File: src/rtl/vga_pixel_fetch_pkg.sv
// Shared VGA types and constants: pixel/RGB types, idle sync levels, 1024x600 timing.
// Latency: n/a (declarations only).
// Backpressure: n/a.
package vga_pixel_fetch_pkg;

    // Frame-buffer intensity width
    localparam int PIX_W_DEF = 4;

    // Idle levels for the sync outputs (HS active-low, VS active-high)
    localparam logic HS_IDLE = 1'b1;
    localparam logic VS_IDLE = 1'b0;

    // Colour shown inside the visible area but outside the captured source frame
    localparam logic [23:0] BORDER_RGB_DEF = 24'h000000;

    // 1024x600 panel timing, shared with the timing generator
    localparam int H_VISIBLE = 1024;
    localparam int H_FRONT   = 24;
    localparam int H_SYNC    = 136;
    localparam int H_BACK    = 160;
    localparam int H_TOTAL   = H_VISIBLE + H_FRONT + H_SYNC + H_BACK;
    localparam int V_VISIBLE = 600;
    localparam int V_FRONT   = 3;
    localparam int V_SYNC    = 6;
    localparam int V_BACK    = 29;
    localparam int V_TOTAL   = V_VISIBLE + V_FRONT + V_SYNC + V_BACK;

    typedef struct packed {
        logic [7:0] r;
        logic [7:0] g;
        logic [7:0] b;
    } rgb_t;

    // Per-pixel flags that travel alongside the RAM read
    typedef struct packed {
        logic vis;     // active video
        logic in_src;  // inside the captured source frame
        logic test;    // checkerboard instead of RAM data
        logic chk;     // checkerboard cell colour
        logic en;      // output enabled for this pixel
    } pix_flags_t;

    typedef struct packed {
        logic hs;
        logic vs;
    } sync_t;

    localparam sync_t SYNC_IDLE = '{hs: HS_IDLE, vs: VS_IDLE};

    // 4-bit intensity to a green-phosphor RGB888 colour
    function automatic rgb_t phosphor_green(input logic [3:0] i);
        rgb_t c;
        c.r = 8'h00;
        c.g = {i, i};
        c.b = {2'b00, i, 2'b00};
        return c;
    endfunction

endpackage

File: src/rtl/vga_pixel_fetch_if.sv
// Frame-buffer read port: address + read strobe out, intensity data back.
// Latency: data returns a fixed number of cycles after the strobe (set by the RAM).
// Backpressure: none; the RAM must accept one read per cycle.
interface vga_pixel_fetch_if #(
    parameter int ADDR_W = 18,
    parameter int PIX_W  = 4
);
    logic [ADDR_W-1:0] ram_addr;
    logic              ram_rd;
    logic [PIX_W-1:0]  ram_data;

    modport master (
        output ram_addr,
        output ram_rd,
        input  ram_data
    );

    modport slave (
        input  ram_addr,
        input  ram_rd,
        output ram_data
    );
endinterface

File: src/rtl/vga_pixel_fetch_delay_line.sv
// Fixed-depth register delay line with a configurable reset value.
// Latency: DEPTH cycles (DEPTH >= 1).
// Backpressure: none; shifts every cycle.
module vga_pixel_fetch_delay_line #(
    parameter int               WIDTH     = 1,
    parameter int               DEPTH     = 1,
    parameter logic [WIDTH-1:0] RESET_VAL = '0
) (
    input  logic             clk,
    input  logic             rst_n,
    input  logic [WIDTH-1:0] din,
    output logic [WIDTH-1:0] dout
);

    logic [WIDTH-1:0] pipe [DEPTH];

    // Shift register; every stage loads the idle value on reset
    always_ff @(posedge clk or negedge rst_n) begin
        if (!rst_n) begin
            for (int i = 0; i < DEPTH; i++) begin
                pipe[i] <= RESET_VAL;
            end
        end else begin
            pipe[0] <= din;
            for (int i = 1; i < DEPTH; i++) begin
                pipe[i] <= pipe[i-1];
            end
        end
    end

    assign dout = pipe[DEPTH-1];

endmodule

File: src/rtl/vga_pixel_fetch.sv
// Fetches up-scaled frame-buffer pixels for the VGA timing stream, expands to RGB888, re-aligns HS/VS.
// Latency: X/Y/VISIBLE -> RGB/DE is RAM_LAT+2 cycles; HS/VS (which lag X/Y by one) are delayed RAM_LAT+1.
// Backpressure: none; one pixel per clock, ENABLE only masks the final output registers.
module vga_pixel_fetch
    import vga_pixel_fetch_pkg::*;
#(
    parameter int          SRC_W_LOG2 = 9,
    parameter int          SRC_H      = 300,
    parameter int          H_SHIFT    = 1,
    parameter int          V_SHIFT    = 1,
    parameter int          ADDR_W     = 18,
    parameter int          PIX_W      = PIX_W_DEF,
    parameter int          RAM_LAT    = 2,
    parameter logic [23:0] BORDER_RGB = BORDER_RGB_DEF
) (
    input  logic               video_clk,
    input  logic               reset_n,
    input  logic               enable,
    input  logic               test_pat,
    input  logic [11:0]        vga_x_i,
    input  logic [11:0]        vga_y_i,
    input  logic               vga_visible_i,
    input  logic               vga_hs_i,
    input  logic               vga_vs_i,
    vga_pixel_fetch_if.master  ram,
    output logic [7:0]         vga_red,
    output logic [7:0]         vga_green,
    output logic [7:0]         vga_blue,
    output logic               vga_hs,
    output logic               vga_vs,
    output logic               vga_de
);

    // ---------------- Stage 0: scale, bound and issue the read ----------------
    logic [11:0]       xs;
    logic [11:0]       ys;
    logic              in_src;
    logic              rd_nxt;
    logic [ADDR_W-1:0] addr_nxt;
    pix_flags_t        flags_nxt;
    pix_flags_t        flags0;

    // Source coordinates and bounds; blanking X/Y are ignored via VISIBLE
    always_comb begin
        xs        = vga_x_i >> H_SHIFT;
        ys        = vga_y_i >> V_SHIFT;
        in_src    = vga_visible_i
                    && (int'(xs) < (1 << SRC_W_LOG2))
                    && (int'(ys) < SRC_H);
        rd_nxt    = in_src && !test_pat;
        addr_nxt  = ADDR_W'({ys[8:0], xs[SRC_W_LOG2-1:0]});
        flags_nxt = '{vis:    vga_visible_i,
                      in_src: in_src,
                      test:   test_pat,
                      chk:    vga_x_i[5] ^ vga_y_i[5],
                      en:     enable};
    end

    // Input register; address only moves when a read is issued
    always_ff @(posedge video_clk or negedge reset_n) begin
        if (!reset_n) begin
            ram.ram_rd   <= 1'b0;
            ram.ram_addr <= '0;
            flags0       <= '0;
        end else begin
            ram.ram_rd <= rd_nxt;
            if (rd_nxt) begin
                ram.ram_addr <= addr_nxt;
            end
            flags0 <= flags_nxt;
        end
    end

    // ---------------- Stages 1..RAM_LAT: flags wait for the RAM ----------------
    pix_flags_t flags_f;

    vga_pixel_fetch_delay_line #(
        .WIDTH     ($bits(pix_flags_t)),
        .DEPTH     (RAM_LAT),
        .RESET_VAL ('0)
    ) u_flag_pipe (
        .clk   (video_clk),
        .rst_n (reset_n),
        .din   (flags0),
        .dout  (flags_f)
    );

    // Sync arrives one cycle after X/Y, so it needs one stage less before the output register
    sync_t sync_in;
    sync_t sync_f;

    assign sync_in = '{hs: vga_hs_i, vs: vga_vs_i};

    vga_pixel_fetch_delay_line #(
        .WIDTH     ($bits(sync_t)),
        .DEPTH     (RAM_LAT),
        .RESET_VAL (SYNC_IDLE)
    ) u_sync_pipe (
        .clk   (video_clk),
        .rst_n (reset_n),
        .din   (sync_in),
        .dout  (sync_f)
    );

    // ---------------- Final stage: colour select and output register ----------------
    rgb_t pix_rgb;
    rgb_t rgb_q;

    // Colour priority: blank, test pattern, RAM pixel, border
    always_comb begin
        pix_rgb = '0;
        if (!flags_f.vis) begin
            pix_rgb = '0;
        end else if (flags_f.test) begin
            pix_rgb = flags_f.chk ? 24'hFFFFFF : 24'h000000;
        end else if (flags_f.in_src) begin
            pix_rgb = phosphor_green(4'(ram.ram_data));
        end else begin
            pix_rgb = BORDER_RGB;
        end
    end

    // Output register; the pixel's own ENABLE forces blank with inactive syncs
    always_ff @(posedge video_clk or negedge reset_n) begin
        if (!reset_n) begin
            rgb_q  <= '0;
            vga_de <= 1'b0;
            vga_hs <= HS_IDLE;
            vga_vs <= VS_IDLE;
        end else if (!flags_f.en) begin
            rgb_q  <= '0;
            vga_de <= 1'b0;
            vga_hs <= HS_IDLE;
            vga_vs <= VS_IDLE;
        end else begin
            rgb_q  <= pix_rgb;
            vga_de <= flags_f.vis;
            vga_hs <= sync_f.hs;
            vga_vs <= sync_f.vs;
        end
    end

    assign vga_red   = rgb_q.r;
    assign vga_green = rgb_q.g;
    assign vga_blue  = rgb_q.b;

endmodule

File: src/flat_wrapper.sv
// flat-port wrapper written by rule: the top's interface ports become plain ports
module vga_pixel_fetch_flat import vga_pixel_fetch_pkg::*;
#(
    parameter int          SRC_W_LOG2 = 9,
    parameter int          SRC_H      = 300,
    parameter int          H_SHIFT    = 1,
    parameter int          V_SHIFT    = 1,
    parameter int          ADDR_W     = 18,
    parameter int          PIX_W      = PIX_W_DEF,
    parameter int          RAM_LAT    = 2,
    parameter logic [23:0] BORDER_RGB = BORDER_RGB_DEF
)
  (video_clk, reset_n, enable, test_pat, vga_x_i, vga_y_i, vga_visible_i, vga_hs_i, vga_vs_i, vga_red, vga_green, vga_blue, vga_hs, vga_vs, vga_de, ram_ram_addr, ram_ram_rd, ram_ram_data);
  vga_pixel_fetch_if #(.ADDR_W(ADDR_W), .PIX_W(PIX_W)) ram_i ();
  input  logic video_clk;
  input  logic reset_n;
  input  logic enable;
  input  logic test_pat;
  input  logic [11:0] vga_x_i;
  input  logic [11:0] vga_y_i;
  input  logic vga_visible_i;
  input  logic vga_hs_i;
  input  logic vga_vs_i;
  output logic [7:0] vga_red;
  output logic [7:0] vga_green;
  output logic [7:0] vga_blue;
  output logic vga_hs;
  output logic vga_vs;
  output logic vga_de;
  output wire logic [$bits(ram_i.ram_addr)-1:0] ram_ram_addr;
  output wire logic [$bits(ram_i.ram_rd)-1:0] ram_ram_rd;
  input wire logic [$bits(ram_i.ram_data)-1:0] ram_ram_data;
  assign ram_ram_addr = ram_i.ram_addr;
  assign ram_ram_rd = ram_i.ram_rd;
  assign ram_i.ram_data = ram_ram_data;
  vga_pixel_fetch #(.SRC_W_LOG2(SRC_W_LOG2), .SRC_H(SRC_H), .H_SHIFT(H_SHIFT), .V_SHIFT(V_SHIFT), .ADDR_W(ADDR_W), .PIX_W(PIX_W), .RAM_LAT(RAM_LAT), .BORDER_RGB(BORDER_RGB)) u_core (.video_clk(video_clk), .reset_n(reset_n), .enable(enable), .test_pat(test_pat), .vga_x_i(vga_x_i), .vga_y_i(vga_y_i), .vga_visible_i(vga_visible_i), .vga_hs_i(vga_hs_i), .vga_vs_i(vga_vs_i), .ram(ram_i), .vga_red(vga_red), .vga_green(vga_green), .vga_blue(vga_blue), .vga_hs(vga_hs), .vga_vs(vga_vs), .vga_de(vga_de));
endmodule
File: config.mk
export PLATFORM = sky130hd
export DESIGN_NAME = vga_pixel_fetch_flat
export DESIGN_NICKNAME = d
export VERILOG_FILES = /design/src/rtl/vga_pixel_fetch_pkg.sv /design/src/rtl/vga_pixel_fetch_if.sv /design/src/rtl/vga_pixel_fetch_delay_line.sv /design/src/rtl/vga_pixel_fetch.sv /design/src/flat_wrapper.sv
export SDC_FILE = /design/constraint.sdc
export NUM_CORES = 1
export LEC_CHECK = 0
export ABC_CLOCK_PERIOD_IN_PS = 900
export BUFFER_PORTS_ARGS = -buffer_cell sky130_fd_sc_hd__buf_2
export CAP_MARGIN = 20
export CORE_MARGIN = 1
export CORE_UTILIZATION = 43
export CTS_BUF_LIST = sky130_fd_sc_hd__clkbuf_2
export CTS_CLUSTER_DIAMETER = 30
export DETAILED_ROUTE_END_ITERATION = 16
export GPL_ROUTABILITY_DRIVEN = 0
export PLACE_DENSITY = 0.87
export SLEW_MARGIN = 20
export SYNTH_ARGS = -nofsm -noshare
export SYNTH_HDL_FRONTEND = slang
export SYNTH_SLANG_ARGS = --single-unit
File: constraint.sdc
create_clock -name video_clk -period 0.9 [get_ports video_clk]
set_clock_uncertainty 0.1 [all_clocks]
set_input_delay 0.18 -clock video_clk [delete_from_list [all_inputs] [get_ports video_clk]]
set_output_delay 0.18 -clock video_clk [all_outputs]
set_load 0.02 [all_outputs]
# Yosys cells after proc, flatten, opt, wreduce, memory -nomap -nowiden
# Index checks and enable logic that the tools add are counted.
[word_totals]
out_inout_bits = 46
reg_bits = 65
wordCells = 32
[op_classes]
bitwise_logic = 1
n_reduce_logical = 4
order_cmp = 2
muxes = 8
[op_table]
columns = ["cell", "n"]
rows = [
  ["$mux W24", 4],
  ["$mux W16", 1],
  ["$lt A11 B10 Y1 const B", 1],
  ["$lt A11 B9 Y1 const B", 1],
  ["$logic_and A1 B1 Y1", 3],
  ["$mux W1", 3],
  ["$logic_not A1 Y1", 1],
  ["$xor A1 B1 Y1", 1],
]

# Logic depth before layout (Yosys ltp)
# Gate-level depths: netlist (run 1).
[logic_depth]
ltp_word = 4
mapped_depth = 5

# Hierarchy
# A second synthesis (run 1) with hierarchy kept.
[hier_totals]
hier_cells = 117
area_unflattened_um2 = 1765.4
[by_module_without_submodules]
columns = ["mod", "seq_area_each_um2", "area_each_um2", "instances", "cells_per_inst"]
rows = [
  ["vga_pixel_fetch", 802.0, 1360.1, 1, 96],
  ["vga_pixel_fetch_delay_line (u_core.u_flag_pipe)", 250.2, 287.8, 1, 15],
  ["vga_pixel_fetch_delay_line (u_core.u_sync_pipe)", 102.6, 117.6, 1, 6],
]

# Worst setup path before layout (run 1)
# OpenSTA, ideal clock, no wires.
[synth_timing]
path_kind = "input port to flip-flop"
from = "input port vga_x_i[11]"
to = "register u_core.ram.ram_addr[0]"
setup_ns = 0.125
required_time_ns = 0.675
path_stages = 5
path_buffers = 1
slack_ns = -0.680
t_arrival_ns = 1.355
path_cell_list = "nor4b_1 nand2_1 nor2_4 buf_12 mux2_4"
[synth_between]
elab_chain_cells = 4
[synth_rtl]
columns = ["item", "line", "text"]
rows = [
  ["from (decl)", "flat_wrapper.sv:19", "input logic [11:0] vga_x_i;"],
  ["$lt A11 B10 Y1", "vga_pixel_fetch.sv:48", "&& (int'(xs) < (1 << SRC_W_LOG2))"],
  ["$logic_and A1 B1 Y1", "vga_pixel_fetch.sv:48", ""],
  ["$logic_and A1 B1 Y1", "vga_pixel_fetch.sv:49", "&& (int'(ys) < SRC_H);"],
  ["$logic_and A1 B1 Y1", "vga_pixel_fetch.sv:50", "rd_nxt = in_src && !test_pat;"],
  ["via u_core.rd_nxt", "vga_pixel_fetch.sv:38", "logic rd_nxt;"],
  ["to (signal assigned)", "vga_pixel_fetch.sv:68", "ram.ram_addr <= addr_nxt;"],
  ["to (decl)", "vga_pixel_fetch_if.sv:13", "output ram_addr,"],
]
# The timed path passes the listed nets, and every way through them passes these cells.
# A chain may end at the register's enable or synchronous reset.

# Worst setup path in the final report (run 1)
[layout_timing]
from = "register u_core.vga_hs"
to = "output port vga_hs"
[layout_lines]
columns = ["item", "line", "text"]
rows = [
  ["from (decl)", "vga_pixel_fetch.sv:29", "output logic vga_hs,"],
  ["from (signal assigned)", "vga_pixel_fetch.sv:138", "vga_hs <= sync_f.hs;"],
  ["to (decl)", "flat_wrapper.sv:27", "output logic vga_hs;"],
]
# No word-level cell between the ends.

==> results of run 1 <==
power groups by stage:
stage | clock network [mW] | logic [mW] | registers (mW)
detailed placement | 0 | 0.739 | 2.38
global route | 0.924 | 1.27 | 2.42
finish | 0.797 | 1.20 | 2.39
CTS | 0.843 | 1.11 | 2.38
global placement | 0 | 0.717 | 2.37
floorplan | 0 | 0.263 | 2.54
metal layers:
metal	track usage (%)	vias to the layer above
li1	-	571
met4	5.83	0
met2	40.6	73
met3	6.34	6
met1	22.0	609
met5	0	-
state kept, by name, summed over array words and instances (netlist names):
name,cells
u_core.flags0,5
u_core.ram.ram_rd,1
u_core.vga_green,4
u_core.u_sync_pipe.pipe,2
u_core.u_sync_pipe.dout,2
u_core.vga_vs,1
u_core.vga_red,1
u_core.u_flag_pipe.dout,5
u_core.vga_hs,1
u_core.vga_de,1
u_core.u_flag_pipe.pipe,5
u_core.ram.ram_addr,18
how the worst min path moves through the flow:
stage / startpoint / to / slack, ns / cells after the start
floorplan: reset_n / u_core.flags0[0]$_DFF_PN0_ / -0.22 / 0
global placement: reset_n / u_core.ram.ram_addr[2]$_DFFE_PN0P_ / 0.07 / 2
detailed placement: reset_n / u_core.ram.ram_addr[1]$_DFFE_PN0P_ / 0.08 / 2
CTS: vga_x_i[11] / u_core.flags0[3]$_DFF_PN0_ / -0.09 / 3
global route: vga_y_i[8] / u_core.ram.ram_addr[16]$_DFFE_PN0P_ / -0.04 / 3
finish: vga_y_i[5] / u_core.flags0[1]$_DFF_PN0_ / 0.006 / 3
cells in the final DEF (no fill, tap or decap), drive strengths merged, types with 2 or more instances in the layout:
cell type    Yosys  layout
a21oi            4       4
dfstp            3       3
clkbuf           0       6
dfrtp           43      43
dlygate4sd3      0      23
nor2             4       4
buf             20     105
mux2            17      17
nand2            8       8
clkinv           0       2
area by class of cell:
type / instances / area [um2] / share of cell area, %
clock inverters: 2 / 8.76 / 0.307
clock buffers: 6 / 30.0 / 1.05
inverters: 1 / 3.75 / 0.132
flip-flops and latches: 46 / 1160 / 40.7
well taps: 48 / 60.1 / 2.10
multi-input cells: 43 / 490 / 17.2
repair buffers: 128 / 1100 / 38.5
worst min-delay path: cells and delay by family:
kind	cells	cell delay, ns
XOR/XNOR	1	0.06
buffers and inverters	2	0.24
through the flow:
stage                     cell area, um2  total power [mW]
after floorplan                     1760              2.81
final                               2850              4.39
after detailed placement            2140              3.11
after CTS                           2810              4.34
after global routing                2850              4.61
after global placement              2140              3.09
what timing repair did:
item	CTS	global route
gates cloned	1	0
resized for setup	90	15
setup buffers	13	9
pin swaps	10	4
endpoints found under the setup margin	67	70
hold endpoints to repair	72	4
kinds of logic after synthesis:
group | after synthesis | share of synthesized area, %
xor gates and xnor gates | 1 | 0.518
and+or+nand+nor | 18 | 5.47
buffers and inverters | 21 | 9.84
muxes | 17 | 13.3
DFF | 46 | 68.3
AOI/OAI and AO/OA | 7 | 2.59
==> impl_metrics.json, run 1 <==
{
  "avgViaCountPerCell": 4.59,
  "grt_max_degree": 47,
  "crit_family": "flip-flops",
  "post-place-cells": 228,
  "io_buffers": 78,
  "initial_core_util_pct": 45.5,
  "reg2reg_depth": 3,
  "clockBufferDepth": 2,
  "p_per_area_mw_per_mm2": 1540,
  "p_switching_mw": 1.23,
  "ioPinCount": 81,
  "worstMarginPinSlew_ns": 0.237,
  "setup_tns_ns": -21.91,
  "drt_first_iter_violations": 21,
  "p_leak_nw": 1.44,
  "cp-end-kind": "output pin",
  "cts.clk_slew.worst_paths_ns": 0.20,
  "stdcell_count": 274,
  "grt_pass1_wl_mm": 6.43,
  "ys_warn_count": 0,
  "seqPwrFrac_pct": 54.5,
  "fmax_mhz": 741,
  "status": "finished, violations left",
  "die_width_um": 64.7,
  "ys.flop_type": "dfrtp_1",
  "crit_fanout": 1,
  "worst-path-stages": 1,
  "maxUsedRoutingLayer": "met4",
  "rows": 22,
  "ctsHoldBuffers": 23,
  "slew_violations": 0,
  "yosys_register_bits": 46,
  "cap_violations": 0,
  "clockPowerShare_pct": 18.1,
  "drive_above_1_share_pct": 67.7,
  "whs_ns": 0.00625,
  "vias": 1259,
  "route.met3.wl_um": 283,
  "setup_viol": 67,
  "ys_types": 21,
  "slew_headroom_pct": 84.1,
  "synth_enable_flop_cells": 0,
  "grt.overflow.total": 0,
  "rr_startpoint": "u_core.ram.ram_addr[0]$_DFFE_PN0P_",
  "hold_class": "input port to flip-flop",
  "intPower_mw": 3.16,
  "antenna_found_initial": 0,
  "yosysMostFrequentCell": "dfrtp_1",
  "core_mm2": 0.00372,
  "crit_end": "vga_hs",
  "area_delta_synth_final_pct": 68.7,
  "worstPathRequired_ns": 0.62,
  "avgRoutedWirePerCell_um": 14.7,
  "synth_cells": 110,
  "avgSynthCellArea_um2": 15.4,
  "wl_met2_mm": 2.23,
  "routed_wl_mm": 4.02,
  "rsz0062_at_grt": "yes",
  "slowest_delay_ns": 0.57,
  "final_util_pct": 76.8,
  "synth_area_leader_cell": "dfrtp_1",
  "path_class": "flip-flop to output pin",
  "r2r_setup_slack_ns": -0.22,
  "grt_pass1_vias": 1388,
  "rr_endpoint": "u_core.ram.ram_addr[0]$_DFFE_PN0P_",
  "htree_levels": 2,
  "cts_tree": "built",
  "post-route-min-period_ns": 1.35,
  "syn_nets": 145,
  "p_sw_share_pct": 28.0,
  "clockRootBuffer": "clkbuf_2",
  "crit_path_cell_trace": "buf_6",
  "first_pass_iters": 2,
  "pre_cts_slack_ns": -0.705,
  "antenna_left": 0,
  "die_h_um": 64.7,
  "filler_cell_count": 206,
  "synthTopCellsByCount": "dfrtp_1 (43), buf_4 (19), mux2_4 (9)",
  "combPwrFrac_pct": 27.4,
  "clk_latency_ns": 0.40,
  "dpl.hpwl_mm": 2.00,
  "ys_seq_area_share_pct": 68.3,
  "synth.area.top_cells": "dfrtp_1 (64%), buf_4 (8.4%), mux2_4 (8.0%)",
  "synthesis.area_mm2": 0.00169,
  "slowest_stage": "dfstp_2",
  "numClockSinks": 46,
  "peakVddDrop_uv": 1100,
  "crit_path_start_kind": "flip-flop",
  "drc": 0,
  "crit_path_start": "u_core.vga_hs$_DFF_PN1_",
  "fin_nets": 260,
  "violations": "negative setup slack",
  "worst_slack_ns": -0.449,
  "grt_usage_pct": 21.2,
  "critPathBufInv": 1,
  "netlist.area_leader.share_pct": 63.6,
  "die_area_mm2": 0.00419,
  "cts_buffers": 5,
  "m1WireLength_mm": 1.46,
  "crit_arrival_ns": 1.07,
  "final.period_utilization_pct": 150,
  "async_flop_share_pct": 100,
  "num_antenna_cells": 0,
  "hold_viol": 0
}
No activity file was read; power rests on OpenSTA's default activity.
==> run 2, diff against run 1 <==
--- a/config.mk
+++ b/config.mk
@@ -6,15 +6,15 @@
 export NUM_CORES = 1
 export LEC_CHECK = 0
 export ABC_CLOCK_PERIOD_IN_PS = 900
-export BUFFER_PORTS_ARGS = -buffer_cell sky130_fd_sc_hd__buf_2
 export CAP_MARGIN = 20
 export CORE_MARGIN = 1
-export CORE_UTILIZATION = 43
+export CORE_UTILIZATION = 58
 export CTS_BUF_LIST = sky130_fd_sc_hd__clkbuf_2
 export CTS_CLUSTER_DIAMETER = 30
 export DETAILED_ROUTE_END_ITERATION = 16
+export DONT_BUFFER_PORTS = 1
 export GPL_ROUTABILITY_DRIVEN = 0
-export PLACE_DENSITY = 0.87
+export PLACE_DENSITY = 0.85
 export SLEW_MARGIN = 20
 export SYNTH_ARGS = -nofsm -noshare
 export SYNTH_HDL_FRONTEND = slang
==> run 2 against run 1 <==
Against the previous run: first-iteration DRC count rose by 52%; count of clock-buffer cells in the layout fell by 1; the run ends with negative hold slack, negative setup slack left; combinational power fell by 13%; largest power group unchanged.
==> impl_metrics.json, run 2 (same netlist as run 1, synthesis figures left out) <==
{
  "dpl.hpwl_mm": 1.94,
  "fmax_mhz": 718,
  "most-common-layout-cells": "dfrtp_1 (36), dlygate4sd3_1 (27), buf_6 (24), mux2_4 (17), buf_4 (9)",
  "stdcell_count": 195,
  "crit_arrival_ns": 1.11,
  "worst-path-stages": 1,
  "worstMarginPinSlew_ns": 0.351,
  "die_h_um": 56.0,
  "p_per_area_mw_per_mm2": 1780,
  "post-route-min-period_ns": 1.39,
  "final_common_cell": "dfrtp_1",
  "rows": 19,
  "status": "finished, violations left",
  "post-place-cells": 144,
  "grt_pass1_wl_mm": 6.61,
  "largest_register_ffs": 18,
  "die_area_mm2": 0.00314,
  "multi_input_area_um2": 498,
  "cts_buffers": 5,
  "grt_max_degree": 47,
  "slew_headroom_pct": 76.6,
  "cts_tree": "built",
  "io_buffers": 0,
  "first_pass_iters": 4,
  "avgViaCountPerCell": 5.54,
  "whs_ns": -0.723,
  "numClockSinks": 46,
  "worstPathRequired_ns": 0.62,
  "clockBufferDepth": 2,
  "crit_fanout": 12,
  "filler_cell_count": 107,
  "routed_wl_mm": 4.68,
  "final.period_utilization_pct": 155,
  "htree_levels": 2,
  "grt_pass1_vias": 1222,
  "antenna_left": 0,
  "worst_slack_ns": -0.492,
  "setup_viol": 69,
  "antenna_found_initial": 0,
  "clk_latency_ns": 0.44,
  "fin_nets": 198,
  "clockRootBuffer": "clkbuf_2",
  "crit_path_start_kind": "flip-flop",
  "crit_family": "flip-flops",
  "place_area_mm2": 0.00180,
  "vias": 1081,
  "cap_violations": 0,
  "drive_above_1_share_pct": 54.3,
  "area_delta_synth_final_pct": 46.1,
  "top_register": "u_core.ram.ram_addr",
  "core_mm2": 0.00276,
  "slew_violations": 0,
  "slowest_delay_ns": 0.42,
  "violations": "negative hold slack, negative setup slack",
  "drc": 0,
  "num_antenna_cells": 0,
  "grt.overflow.total": 0,
  "rsz0062_at_grt": "yes",
  "avgRoutedWirePerCell_um": 24.0,
  "peakVddDrop_uv": 1700,
  "reg2reg_depth": 3,
  "slowest_stage": "dfrtp_2",
  "crit_path_cell_trace": "buf_12",
  "ff_latch_area_mm2": 0.00116,
  "critPathBufInv": 1,
  "cp-end-kind": "output pin",
  "cts.clk_slew.worst_paths_ns": 0.26,
  "initial_core_util_pct": 61.3,
  "drt_first_iter_violations": 32,
  "ioPinCount": 81,
  "grt_usage_pct": 30.1,
  "hold_viol": 49,
  "path_class": "flip-flop to output pin",
  "final_cell_area_mm2": 0.00247,
  "p_leak_nw": 1.13,
  "hold_class": "input port to asynchronous set/reset pin",
  "final_util_pct": 89.6,
  "setup_tns_ns": -22.81,
  "die_width_um": 56.0
}
run 2: changes by cell type in the layout (fill, tap and decap cells not counted), moves of 2 or more:
cell,before,now
nand2_1,3,1
nand2_2,3,5
dfrtp_2,5,7
buf_2,40,0
dfrtp_1,38,36
dlygate4sd3_1,23,27
buf_12,1,3
buf_4,20,9
buf_6,43,24
run 2: final timing paths:
path / slack, ns / endpoint / startpoint
worst min register to register: 0.25 / u_core.u_flag_pipe.dout[4]$_DFF_PN0_ / u_core.u_flag_pipe.pipe[9]$_DFF_PN0_
worst max register to register: -0.23 / u_core.ram.ram_addr[12]$_DFFE_PN0P_ / u_core.ram.ram_addr[12]$_DFFE_PN0P_
max in group asynchronous: 1.24 / u_core.u_sync_pipe.pipe[3]$_DFF_PN1_ / reset_n
worst max-delay path: -0.49 / vga_red[3] / u_core.vga_red[6]$_DFF_PN0_
worst min-delay path: -0.72 / u_core.u_flag_pipe.pipe[8]$_DFF_PN0_ / reset_n
min in group video_clk: -0.38 / u_core.flags0[4]$_DFF_PN0_ / vga_visible_i
run 2: power by group:
group	switching (mW)	total, mW	internal, mW
Clock	0.718	0.898	0.180
Combinational	0.419	1.04	0.626
Sequential	0.189	2.45	2.26
run 2: repair_timing:
| action | 4_1_cts | 5_1_grt |
|---|---|---|
| gates cloned | 1 | 0 |
| setup buffers | 5 | 11 |
| hold buffers | 23 | 4 |
| setup endpoints to repair | 67 | 70 |
| pin swaps | 9 | 2 |
| gates resized for setup | 35 | 22 |
| hold endpoints to repair | 75 | 53 |
run 2: stage by stage:
step                      power [mW]  setup WS [ns]
after floorplan                 2.81         -0.592
after global placement          2.99         -0.507
after detailed placement        3.02         -0.591
after CTS                       4.08         -0.489
after global routing            4.52         -0.550
final                           4.39         -0.492
run 2: area by class of cell:
class | instances | area share, %
Clock inverter | 3 | 0.658
Inverter | 1 | 0.152
Timing Repair Buffer | 66 | 29.4
Clock buffer | 5 | 1.01
Sequential cell | 46 | 47.1
Tap cell | 31 | 1.57
Multi-Input combinational cell | 43 | 20.2
run 2: per-layer routing:
layer / vias up / wire length, um / global-route usage [%]
met5: - / 0 / 0
li1: 444 / - / -
met3: 14 / 373 / 10.0
met4: 0 / 100 / 13.2
met2: 83 / 2440 / 49.1
met1: 540 / 1760 / 36.5
